===== config.mk =====
export PLATFORM = sky130hd
export DESIGN_NAME = status_frame_receiver
export DESIGN_NICKNAME = d
export VERILOG_FILES = /design/src/rtl/roboy_coms_pkg.sv /design/src/rtl/crc16_accumulator.sv /design/src/rtl/status_frame_receiver.sv
export SDC_FILE = /design/constraint.sdc
export NUM_CORES = 1
export LEC_CHECK = 0
export ABC_AREA = 1
export BUFFER_PORTS_ARGS = -buffer_cell sky130_fd_sc_hd__buf_4
export CAP_MARGIN = 0
export CORE_MARGIN = 2
export CORE_UTILIZATION = 60
export CTS_CLUSTER_DIAMETER = 200
export DETAILED_ROUTE_END_ITERATION = 10
export PLACE_DENSITY = 0.82
export SLEW_MARGIN = 20
export SYNTH_ARGS = -nofsm -noshare
export SYNTH_HDL_FRONTEND = slang
export SYNTH_SLANG_ARGS = --single-unit

===== constraint.sdc =====
create_clock -name clk -period 4.9 [get_ports clk]
set_input_delay 0.735 -clock clk [delete_from_list [all_inputs] [get_ports clk]]
set_output_delay 0.735 -clock clk [all_outputs]
set_load 0.005 [all_outputs]

===== src/rtl/roboy_coms_pkg.sv =====
// Shared definitions for the roboy status link: frame layout, field offsets,
// CRC16 step function and receiver state encoding.
package roboy_coms_pkg;

  localparam logic [31:0] STATUS_FRAME_MAGICNUMBER = 32'h1CEB00DA;
  localparam int STATUS_FRAME_LENGTH = 28;
  localparam int MAGIC_NUMBER_LENGTH = 4;
  localparam int PAYLOAD_LENGTH      = STATUS_FRAME_LENGTH - MAGIC_NUMBER_LENGTH;
  localparam int CRC_COVERED_BYTES   = 22;

  // Payload byte offsets; multi-byte fields are MSB first.
  localparam int OFS_MOTOR_ID     = 0;
  localparam int OFS_CONTROL_MODE = 1;
  localparam int OFS_ENCODER0     = 2;
  localparam int OFS_ENCODER1     = 5;
  localparam int OFS_SETPOINT     = 8;
  localparam int OFS_DUTY         = 11;
  localparam int OFS_DISPLACEMENT = 14;
  localparam int OFS_CURRENT      = 17;
  localparam int OFS_COLOR        = 19;
  localparam int OFS_CRC          = 22;

  localparam logic [15:0] CRC16_INIT = 16'hFFFF;
  localparam logic [15:0] CRC16_POLY = 16'h8005;

  typedef logic [1:0] state_t;
  localparam state_t ST_HUNT    = 2'd0;
  localparam state_t ST_PAYLOAD = 2'd1;
  localparam state_t ST_CHECK   = 2'd2;

  // x^16+x^15+x^2+1, data MSB first, no reflection.
  function automatic logic [15:0] nextCRC16_D8(input logic [7:0] data, input logic [15:0] crc);
    logic [15:0] c;
    c = crc;
    for (int i = 7; i >= 0; i--) begin
      if (c[15] ^ data[i]) c = {c[14:0], 1'b0} ^ CRC16_POLY;
      else                 c = {c[14:0], 1'b0};
    end
    return c;
  endfunction

endpackage


===== src/rtl/crc16_accumulator.sv =====
// Registered byte-wide CRC16 accumulator; init has priority over en.
module crc16_accumulator
  import roboy_coms_pkg::*;
(
  input  logic        clk,
  input  logic        reset_n,
  input  logic        init,
  input  logic        en,
  input  logic [7:0]  data,
  output logic [15:0] crc
);

  always_ff @(posedge clk or negedge reset_n) begin
    if (!reset_n)  crc <= CRC16_INIT;
    else if (init) crc <= CRC16_INIT;
    else if (en)   crc <= nextCRC16_D8(data, crc);
  end

endmodule


===== src/rtl/status_frame_receiver.sv =====
// Parses the UART byte stream into CRC-checked motor status frames and
// holds the fields of the most recent clean frame.
module status_frame_receiver
  import roboy_coms_pkg::*;
#(
  parameter int CLK_FREQ_HZ       = 50_000_000,
  parameter int BAUDRATE          = 2_000_000,
  parameter int GAP_TIMEOUT_BYTES = 4
) (
  input  logic               clk,
  input  logic               reset_n,
  input  logic               rx_valid,
  input  logic [7:0]         rx_data,
  input  logic               abort,
  output logic               busy,
  output logic               frame_valid,
  output logic               crc_error,
  output logic               timeout_error,
  output logic [7:0]         motor_id,
  output logic [7:0]         control_mode,
  output logic signed [23:0] encoder0_position,
  output logic signed [23:0] encoder1_position,
  output logic signed [23:0] setpoint_actual,
  output logic signed [23:0] duty,
  output logic signed [23:0] displacement,
  output logic signed [15:0] current,
  output logic [23:0]        neopxl_color_actual,
  output logic [15:0]        good_count,
  output logic [15:0]        crc_err_count
);

  localparam int GAP_RELOAD = CLK_FREQ_HZ / BAUDRATE * 10 * GAP_TIMEOUT_BYTES;
  localparam int GAP_W      = $clog2(GAP_RELOAD + 1);

  state_t           state;
  // Only the three newest bytes are kept: the oldest of four is never compared.
  logic [23:0]      hunt_sr;
  logic [4:0]       byte_cnt;
  logic [GAP_W-1:0] gap_cnt;
  logic [7:0]       payload [PAYLOAD_LENGTH];
  logic [15:0]      crc;

  logic [31:0] hunt_next;
  logic        magic_hit;
  logic        payload_byte;
  logic        last_byte;
  logic        gap_expired;
  logic        crc_init;
  logic        crc_en;
  logic        crc_match;
  logic        check_now;

  always_comb begin
    hunt_next    = {hunt_sr, rx_data};
    magic_hit    = (state == ST_HUNT) && rx_valid && (hunt_next == STATUS_FRAME_MAGICNUMBER);
    payload_byte = (state == ST_PAYLOAD) && rx_valid && !abort;
    last_byte    = payload_byte && (byte_cnt == 5'(PAYLOAD_LENGTH - 1));
    gap_expired  = (state == ST_PAYLOAD) && !rx_valid && (gap_cnt == '0) && !abort;
    crc_init     = magic_hit;
    crc_en       = payload_byte && (byte_cnt < 5'(CRC_COVERED_BYTES));
    crc_match    = (crc == {payload[OFS_CRC], payload[OFS_CRC + 1]});
    check_now    = (state == ST_CHECK) && !abort;
  end

  assign busy = (state == ST_PAYLOAD) || (state == ST_CHECK);

  crc16_accumulator u_crc (
    .clk     (clk),
    .reset_n (reset_n),
    .init    (crc_init),
    .en      (crc_en),
    .data    (rx_data),
    .crc     (crc)
  );

  // Frame sequencing: hunt, payload collection with gap watchdog, one-cycle check.
  always_ff @(posedge clk or negedge reset_n) begin
    if (!reset_n) begin
      state    <= ST_HUNT;
      hunt_sr  <= '0;
      byte_cnt <= '0;
      gap_cnt  <= '0;
    end else if (abort) begin
      state    <= ST_HUNT;
      hunt_sr  <= '0;
      byte_cnt <= '0;
    end else begin
      case (state)
        ST_HUNT: begin
          if (magic_hit) begin
            state    <= ST_PAYLOAD;
            hunt_sr  <= '0;
            byte_cnt <= '0;
            gap_cnt  <= GAP_W'(GAP_RELOAD);
          end else if (rx_valid) begin
            hunt_sr  <= hunt_next[23:0];
          end
        end
        ST_PAYLOAD: begin
          if (rx_valid) begin
            gap_cnt  <= GAP_W'(GAP_RELOAD);
            byte_cnt <= byte_cnt + 5'd1;
            if (last_byte) state <= ST_CHECK;
          end else if (gap_cnt == '0) begin
            state    <= ST_HUNT;
          end else begin
            gap_cnt  <= gap_cnt - 1'b1;
          end
        end
        ST_CHECK: state <= ST_HUNT;
        default:  state <= ST_HUNT;
      endcase
    end
  end

  always_ff @(posedge clk) begin
    if (payload_byte) payload[byte_cnt] <= rx_data;
  end

  // Result stage: pulses, counters and field load, one cycle after CHECK.
  always_ff @(posedge clk or negedge reset_n) begin
    if (!reset_n) begin
      frame_valid         <= 1'b0;
      crc_error           <= 1'b0;
      timeout_error       <= 1'b0;
      good_count          <= '0;
      crc_err_count       <= '0;
      motor_id            <= '0;
      control_mode        <= '0;
      encoder0_position   <= '0;
      encoder1_position   <= '0;
      setpoint_actual     <= '0;
      duty                <= '0;
      displacement        <= '0;
      current             <= '0;
      neopxl_color_actual <= '0;
    end else begin
      frame_valid   <= check_now && crc_match;
      crc_error     <= check_now && !crc_match;
      timeout_error <= gap_expired;
      if (check_now && crc_match) begin
        good_count          <= good_count + 16'd1;
        motor_id            <= payload[OFS_MOTOR_ID];
        control_mode        <= payload[OFS_CONTROL_MODE];
        encoder0_position   <= {payload[OFS_ENCODER0], payload[OFS_ENCODER0 + 1], payload[OFS_ENCODER0 + 2]};
        encoder1_position   <= {payload[OFS_ENCODER1], payload[OFS_ENCODER1 + 1], payload[OFS_ENCODER1 + 2]};
        setpoint_actual     <= {payload[OFS_SETPOINT], payload[OFS_SETPOINT + 1], payload[OFS_SETPOINT + 2]};
        duty                <= {payload[OFS_DUTY], payload[OFS_DUTY + 1], payload[OFS_DUTY + 2]};
        displacement        <= {payload[OFS_DISPLACEMENT], payload[OFS_DISPLACEMENT + 1],
                                payload[OFS_DISPLACEMENT + 2]};
        current             <= {payload[OFS_CURRENT], payload[OFS_CURRENT + 1]};
        neopxl_color_actual <= {payload[OFS_COLOR], payload[OFS_COLOR + 1], payload[OFS_COLOR + 2]};
      end
      if (check_now && !crc_match) crc_err_count <= crc_err_count + 16'd1;
    end
  end

endmodule


== Word level (Yosys, flattened, before mapping) ==
Memories as Yosys holds them, arrays and structs flattened. A register that Yosys moved wholly into a read port is not among the register bits.
Cells that the tools add are included.
Cells by class
  $add $sub $neg: 4
  order comparisons: 1
  eq/ne operators: 11
  mux-type cells: 44
  bitwise operators: 17
  reduce and logical (&&, ||, !) cells: 49
Operator list (count)
  16-bit two-way mux: 24
  24-bit two-way mux: 4
  16-bit by 1-bit adder with 16-bit output (second input constant): 2
  32-bit by 29-bit == test with 1-bit output (second input constant): 1
  10-bit two-way mux: 3
  1-bit zero test: 25
  3-bit inverter: 8
  10-bit case mux with 2 select lines: 1
  16-bit == test: 1
  5-bit two-way mux: 3
  1-bit logical AND: 12
  10-bit zero test: 1
  2-bit two-way mux: 5
  5-bit case mux with 2 select lines: 1
  10-bit by 1-bit subtractor with 10-bit output (second input constant): 1
  3-bit != test (second input constant): 3
  1-bit bitwise XOR: 8
  3-bit AND reduction: 2
  2-bit nonzero test: 3
  3-bit nonzero test: 2
  5-bit by 1-bit adder with 5-bit output (second input constant): 1
  5-bit == test (second input constant): 1
  5-bit less-than comparator (second input constant): 1
  4-bit by 3-bit != test with 1-bit output (second input constant): 1
  other kinds (11): 12
Storage, ports and cells
  flip-flop bits (word level): 92
  memory bits (writable): 192
  input port bits: 12
  output and inout port bits: 212
  memories: 1
Memories
  payload: words 24, width 8, rd ports 24, clocked after memory_dff 22, write ports 1, RTL line status_frame_receiver.sv:40  | logic [7:0] payload [PAYLOAD_LENGTH];

== Logic depth before layout (Yosys ltp) ==
Gate-level depths: netlist (run 1).
  depth after elaboration: 34
  gate-level depth with buffers: 17
  depth with buffers taken out: 17

== Cells and area by module ==
From an unflattened synthesis (run 1), not the netlist that was laid out.
Second synthesis, totals
  cell total of the unflattened synthesis: 1762
  area total of the unflattened synthesis: 18780.5 um^2
Modules (own cells, without submodules)
  status_frame_receiver: instances 1, cells each 1635, area an instance 17682.0 um^2
  crc16_accumulator: instances 1, cells each 127, area an instance 1098.6 um^2

== Least setup slack after synthesis (run 1) ==
No wires, ideal clock.
  path type: in2reg
  start point: in abort
  end point: mem payload[23][0] (enable)
  data arrival time: 1.880 ns
  setup slack: 2.647 ns
  stages: 4
  buffers on the path: 1
  cell sequence: clkbuf_1 nor3_1 nand2_1 nor2_1
Between the ends
  cells in the longest elaborated chain, start to end: 4
RTL lines
  start, declared: RTL line status_frame_receiver.sv:14  | input logic abort,
  1-bit zero test: RTL line status_frame_receiver.sv:56  | payload_byte = (state == ST_PAYLOAD) && rx_valid && !abort;
  1-bit logical AND: RTL line status_frame_receiver.sv:56
  1-bit two-way mux: RTL line status_frame_receiver.sv:117  | if (payload_byte) payload[byte_cnt] <= rx_data;
  1-bit two-way mux (implied by the code): RTL line status_frame_receiver.sv:117
  end, declared: RTL line status_frame_receiver.sv:40
Every way passes these cells.

== Final worst setup path (run 1) ==
  start point: reg u_crc.crc[13]
  end point: reg neopxl_color_actual[7] (read register of payload)
Between the ends
  cells in the longest elaborated chain, start to end: 2
RTL lines
  start, declared: RTL line crc16_accumulator.sv:10  | output logic [15:0] crc
  start signal, assigned: RTL line crc16_accumulator.sv:16  | else if (en) crc <= nextCRC16_D8(data, crc);
  16-bit == test: RTL line status_frame_receiver.sv:61  | crc_match = (crc == {payload[OFS_CRC], payload[OFS_CRC + 1]});
  1-bit logical AND: RTL line status_frame_receiver.sv:141  | if (check_now && crc_match) begin
  end, declared: RTL line status_frame_receiver.sv:27  | output logic [23:0] neopxl_color_actual,
Every way passes these cells.
A chain may end at the register's enable or synchronous reset.

==> results of run 1 <==
==> stage by stage <==
stage                     setup WS, ns  utilization, %  cell area (µm²)  power (mW)
final                             1.57            72.6            20800        8.42
after global placement            1.77            68.1            19500        5.33
after floorplan                   2.65               -            17500        5.07
after CTS                         1.58            72.6            20800        8.44
after detailed placement          1.65            68.1            19500        5.36
after global routing              1.37            72.6            20800        8.75
==> cells in the final DEF (no fill, tap or decap), types with 2 or more instances in the layout <==
cell type,n
nor2_1,87
edfxtp_1,192
nand2_1,716
nor4_1,11
dfstp_2,16
nor3b_1,2
clkbuf_16,44
ha_1,10
xnor2_1,35
buf_4,226
a21oi_1,7
nor3_1,10
buf_12,2
clkbuf_1,17
a22oi_1,5
a32oi_1,2
o21ai_0,51
nand4_1,17
clkbuf_8,5
nand3_1,39
xor2_1,18
dfrtp_1,252
inv_6,2
inv_1,77
clkinv_1,9
or2_2,7
==> worst min path at each step <==
| stage | start | endpoint | slack (ns) | cells past startpoint |
|---|---|---|---|---|
| after floorplan | payload[1][0] | control_mode[0] | 0.42 | 2 |
| after global placement | payload[18][5] | current[5] | 0.42 | 2 |
| after detailed placement | payload[0][7] | motor_id[7] | 0.42 | 2 |
| after CTS | reset_n | encoder1_position[18] | 0.28 | 1 |
| after global routing | reset_n | encoder0_position[3] | 0.34 | 1 |
| final | reset_n | encoder1_position[18] | 0.24 | 1 |
==> final cells by class <==
cell class | count | area, µm²
flip-flops and latches | 460 | 12500
fillers | 1924 | 7860
multi-input cells | 1026 | 4510
repair buffers | 229 | 1750
clock buffers | 66 | 1230
well taps | 384 | 480
inverters | 78 | 298
clock inverters | 13 | 71.3
==> cell families after synthesis <==
family,synth area share (%)
flip-flops,71.3
AND/OR/NAND/NOR,20.3
XOR/XNOR,2.65
AO/OA/AOI/OAI,2.09
adder cells (fa/ha/maj),0.714
buffers and inverters,2.97
==> sequential cells by signal, indices dropped and copies added, names as in the netlist <==
signal               cells
byte_cnt                 5
crc_err_count           16
crc_error                1
encoder1_position       24
gap_cnt                 10
current                 16
good_count              16
state                    2
frame_valid              1
neopxl_color_actual     24
displacement            24
duty                    24
control_mode             8
motor_id                 8
hunt_sr                 24
u_crc.crc               16
timeout_error            1
encoder0_position       24
setpoint_actual         24
payload                192
==> worst max-delay path, delay by kind of cell (launching register included) <==
| family | cells | cell delay [ns] |
|---|---|---|
| simple gates | 6 | 1.04 |
| buf+inv | 3 | 1.62 |
| flops | 1 | 0.55 |
==> metal layers <==
metal | routed length (µm) | GRT usage, % | vias up
li1 | - | - | 5655
met1 | 16800 | 37.7 | 6102
met2 | 20800 | 45.5 | 516
met3 | 2950 | 4.00 | 95
met4 | 1410 | 9.93 | 0
met5 | 0 | 0 | -
==> power by group through the flow <==
stage / Clock [mW] / Sequential [mW] / Combinational [mW]
after floorplan: 0 / 4.37 / 0.692
after global placement: 0 / 4.40 / 0.930
after detailed placement: 0 / 4.41 / 0.955
after CTS: 3.14 / 4.34 / 0.968
after global routing: 3.30 / 4.35 / 1.10
final: 3.11 / 4.34 / 0.970
==> impl_metrics.yaml, run 1 <==
status:
  outcome: "complete, no violations"
logic_synthesis:
  syn_area_um2: 17500
  ys_ff_latch: 460
  ys_types: 33
  synth_edf_count: 192
  synth_flop_cell: "dfrtp_1"
  synth_seq_area_share_pct: 71.3
  syn-num-nets: 1639
  synth_area_leader_cell: "dfrtp_1"
  synthMostInstantiatedCell: "nand2_1"
  synth_top_cells_by_area: "dfrtp_1, edfxtp_1, nand2_1"
  synthCells: 1617
  syn_area_per_cell_um2: 10.8
  synth_top_area_share_pct: 36.0
  yosysWarnings: 0
  synthTopCellsByCount: "nand2_1, dfrtp_1, edfxtp_1"
  async_flop_share_pct: 58.3
cts:
  clk_latency_ns: 0.54
  postCtsResizedCells: 0
  clockRootBuffer: "clkbuf_16"
  cts_sinks: 460
  cts_tree: "built"
  cts_setup_buffers: 0
  numCtsBuffers: 44
  cts.hold.buffers_added: 0
  cts.path.max_buffers: 3
  htreeDepth: 2
  clkTransAtPathRegs_ns: 0.06
floorplanning:
  die_x_um: 175
  pin_count: 224
  core_um2: 28700
  die_h_um: 175
  initial_core_util_pct: 61.0
  die_area_um2: 30600
  rows: 62
setup_path:
  cp_max_fo: 94
  startpoint: "u_crc.crc[13]"
  worst_ep_arrival_time_ns: 3.80
  critPathMaxStageDelay_ns: 0.85
  r2r_cells: 9
  endpoint: "neopxl_color_actual[7]"
  cp.required_ns: 5.37
  crit_chain: "inv_1, or2_2, nand4_1, nor4_4, nand3_4, buf_4, buf_4, nand2_1, nand2_1"
  crit_slowest_cell: "buf_4"
  startpoint_type: "flip-flop"
  crit_type: "flip-flop to flip-flop"
  worstSetupEndpointType: "flip-flop"
  rr_endpoint: "neopxl_color_actual[7]"
  r2r_slack_ns: 1.57
  r2r_start: "u_crc.crc[13]"
sta:
  worst_pin_slew_ns: 1.12
  finClkSkew_ns: 0.0217
  whs_ns: 0.243
  fmax_ghz: 0.300
  relSlewSlack_pct: 25.4
  setup_tns_ns: 0
  report.final.slew_viol_count: 0
  fin_crit_ns: 3.33
  period_share_pct: 68.0
  setup_viol: 0
  rsz0062_at_grt: "false"
  hold_viol_final: 0
power_and_ir_drop:
  pwr-share-clk_pct: 36.9
  irDropWorstVdd_v: 0.000271
  pwr-share-comb_pct: 11.5
  p_sw_share_pct: 25.4
  p_leak_nw: 9.97
  power.density_nw_per_um2: 404
  seq_power_share_pct: 51.6
  switching_power_mw: 2.14
  internal_power_mw: 6.28
place:
  place.gp.congestion: 0.889
  dpl.cell_count: 2177
  dp_hpwl_um: 25500
  io_buffers: 223
cells_and_area:
  final_layout_size_suffix_gt1_share_pct: 16.6
  n_antenna_cell: 0
  area_delta_synth_final_pct: 19.0
  fin_cells: 2256
  nets: 1861
global_routing:
  grt-ovfl-total: 0
  grt_max_degree: 113
  grtUsageTotal_pct: 27.5
  first_global_vias: 12000
  antenna_found_initial: 0
  grt_pass1_wl_um: 65200
run:
  maxCapViolations: 0
detailed_routing:
  ant_nets: 0
  drt-total-wl_um: 42000
  drt_iter0_markers: 1189
  via_count: 12400
  drc: 0
  wl_per_cell_um: 18.6
  vias_per_cell: 5.48
  dr.pass1.iters: 5
min_path:
  min_path_type: "primary input to asynchronous set/reset pin"
No activity file was read; power rests on OpenSTA's default activity.
==> run 2, diff against run 1 <==
Settings changed: CORE_UTILIZATION 60 to 52, PLACE_DENSITY 0.82 to 0.76.
Clock period 4.9 ns to 2.8 ns, I/O delays scaled along.
==> impl_metrics.yaml, run 2 (same netlist as run 1, synthesis figures left out) <==
global_routing:
  grtUsageTotal_pct: 24.0
  grt_pass1_wl_um: 66300
  first_global_vias: 12000
  grt-ovfl-total: 0
  antenna_found_initial: 0
  grt_max_degree: 92
setup_path:
  r2r_start: "state[1]"
  startpoint_type: "flip-flop"
  cp.required_ns: 3.25
  worst_ep_arrival_time_ns: 3.08
  crit_type: "flip-flop to flip-flop"
  startpoint: "state[1]"
  cp_max_fo: 8
  r2r_cells: 8
  worstSetupEndpointType: "flip-flop"
floorplanning:
  initial_core_util_pct: 52.5
  die_x_um: 188
  core_um2: 33400
  die_area_um2: 35200
  rows: 67
  die_h_um: 188
  pin_count: 224
cts:
  cts_tree: "built"
  clkTransAtPathRegs_ns: 0.06
  cts_setup_buffers: 0
  clockRootBuffer: "clkbuf_16"
  clk_latency_ns: 0.54
  numCtsBuffers: 45
  htreeDepth: 2
  cts_sinks: 460
  cts.path.max_buffers: 3
power_and_ir_drop:
  p_leak_nw: 10.3
  irDropWorstVdd_v: 0.000474
  power.density_nw_per_um2: 703
sta:
  setup_viol: 0
  setup_ws_ns: 0.174
  fin_crit_ns: 2.63
  setup_tns_ns: 0
  fmax_ghz: 0.381
  period_share_pct: 93.8
  finClkSkew_ns: 0.0121
  report.final.slew_viol_count: 0
  whs_ns: 0.108
  rsz0062_at_grt: "false"
  relSlewSlack_pct: 51.9
  worst_pin_slew_ns: 0.716
  hold_viol_final: 0
place:
  place.gp.congestion: 0.893
  pre_cts_ws_ns: 0.207
  io_buffers: 223
  dp_hpwl_um: 27500
detailed_routing:
  drc: 0
  ant_nets: 0
  vias_per_cell: 5.17
  drt_iter0_markers: 919
  wl_per_cell_um: 17.8
  drt-total-wl_um: 42200
  dr.pass1.iters: 5
  via_count: 12300
cells_and_area:
  final_layout_size_suffix_gt1_share_pct: 19.2
  registers.top_by_ff_count: "payload"
  fill_cells: 2614
  n_antenna_cell: 0
  largest_register_ff_count: 192
  fin_util_pct: 64.2
  layout_commonest_cell: "nand2_1"
  nets: 1910
  layout_common_cells: "nand2_1, buf_4, dfrtp_1, edfxtp_1, nor2_1"
  area_delta_synth_final_pct: 22.2
run:
  maxCapViolations: 0
min_path:
  min_path_cells: 2
  min_path_type: "primary input to flip-flop"
  hp-start: "abort"
status:
  outcome: "complete, no violations"
==> run 2: timing repair <==
item | 4_1_cts | 5_1_grt
resized for setup | 0 | 0
endpoints found under the hold margin | 64 | 0
hold buffers | 1 | 0
endpoints found under the setup margin | 0 | 0
==> run 2: worst paths after layout <==
kind	end	slack [ns]
worst max-delay path	u_crc.crc[6]	0.17
worst min-delay path	timeout_error	0.11
worst max register to register	u_crc.crc[6]	0.17
worst min register to register	encoder0_position[16]	0.44
max in group asynchronous	u_crc.crc[10]	1.47
min in group asynchronous	encoder0_position[2]	0.45
==> run 2: per-stage QoR <==
| step | power, mW | cell area (µm²) | cells |
|---|---|---|---|
| 3_5_place_dp | 9.42 | 20000 | 2288 |
| 5_1_grt | 15.7 | 21400 | 2372 |
| 6_report | 15.1 | 21400 | 2372 |
| 4_1_cts | 15.1 | 21400 | 2372 |
| 3_3_place_gp | 9.37 | 20000 | 2288 |
| 2_1_floorplan | 8.87 | 17500 | 1617 |
==> run 2: power breakdown <==
part | internal [mW] | switching, mW | total (mW)
clock network | 3.26 | 2.48 | 5.73
registers | 7.36 | 0.228 | 7.59
logic | 0.608 | 1.12 | 1.73
==> run 2: layer usage <==
layer,vias up,global-route usage [%],wire length (µm)
met5,-,0,0
met2,442,40.0,20700
li1,5743,-,-
met3,75,3.74,2590
met1,5996,33.0,17800
met4,0,7.15,1110
==> run 2: final cells by class <==
class	count	area [µm²]	area share (%)
clock buffer	63	1260	5.91
sequential	460	12500	58.4
tap	448	561	2.62
multi-input combinational	1026	4510	21.1
clock inverter	20	140	0.655
timing repair buffer	277	2140	9.99
inverter	78	298	1.39
==> run 2: worst max-delay path, cell delays in order, from the launching register on <==
cell	delay, ns
dfrtp_1	0.39
inv_1	0.09
ha_1	0.32
inv_1	0.10
nor3_1	0.56
nand2_1	0.33
nand2_1	0.30
inv_1	0.21
a22oi_1	0.23
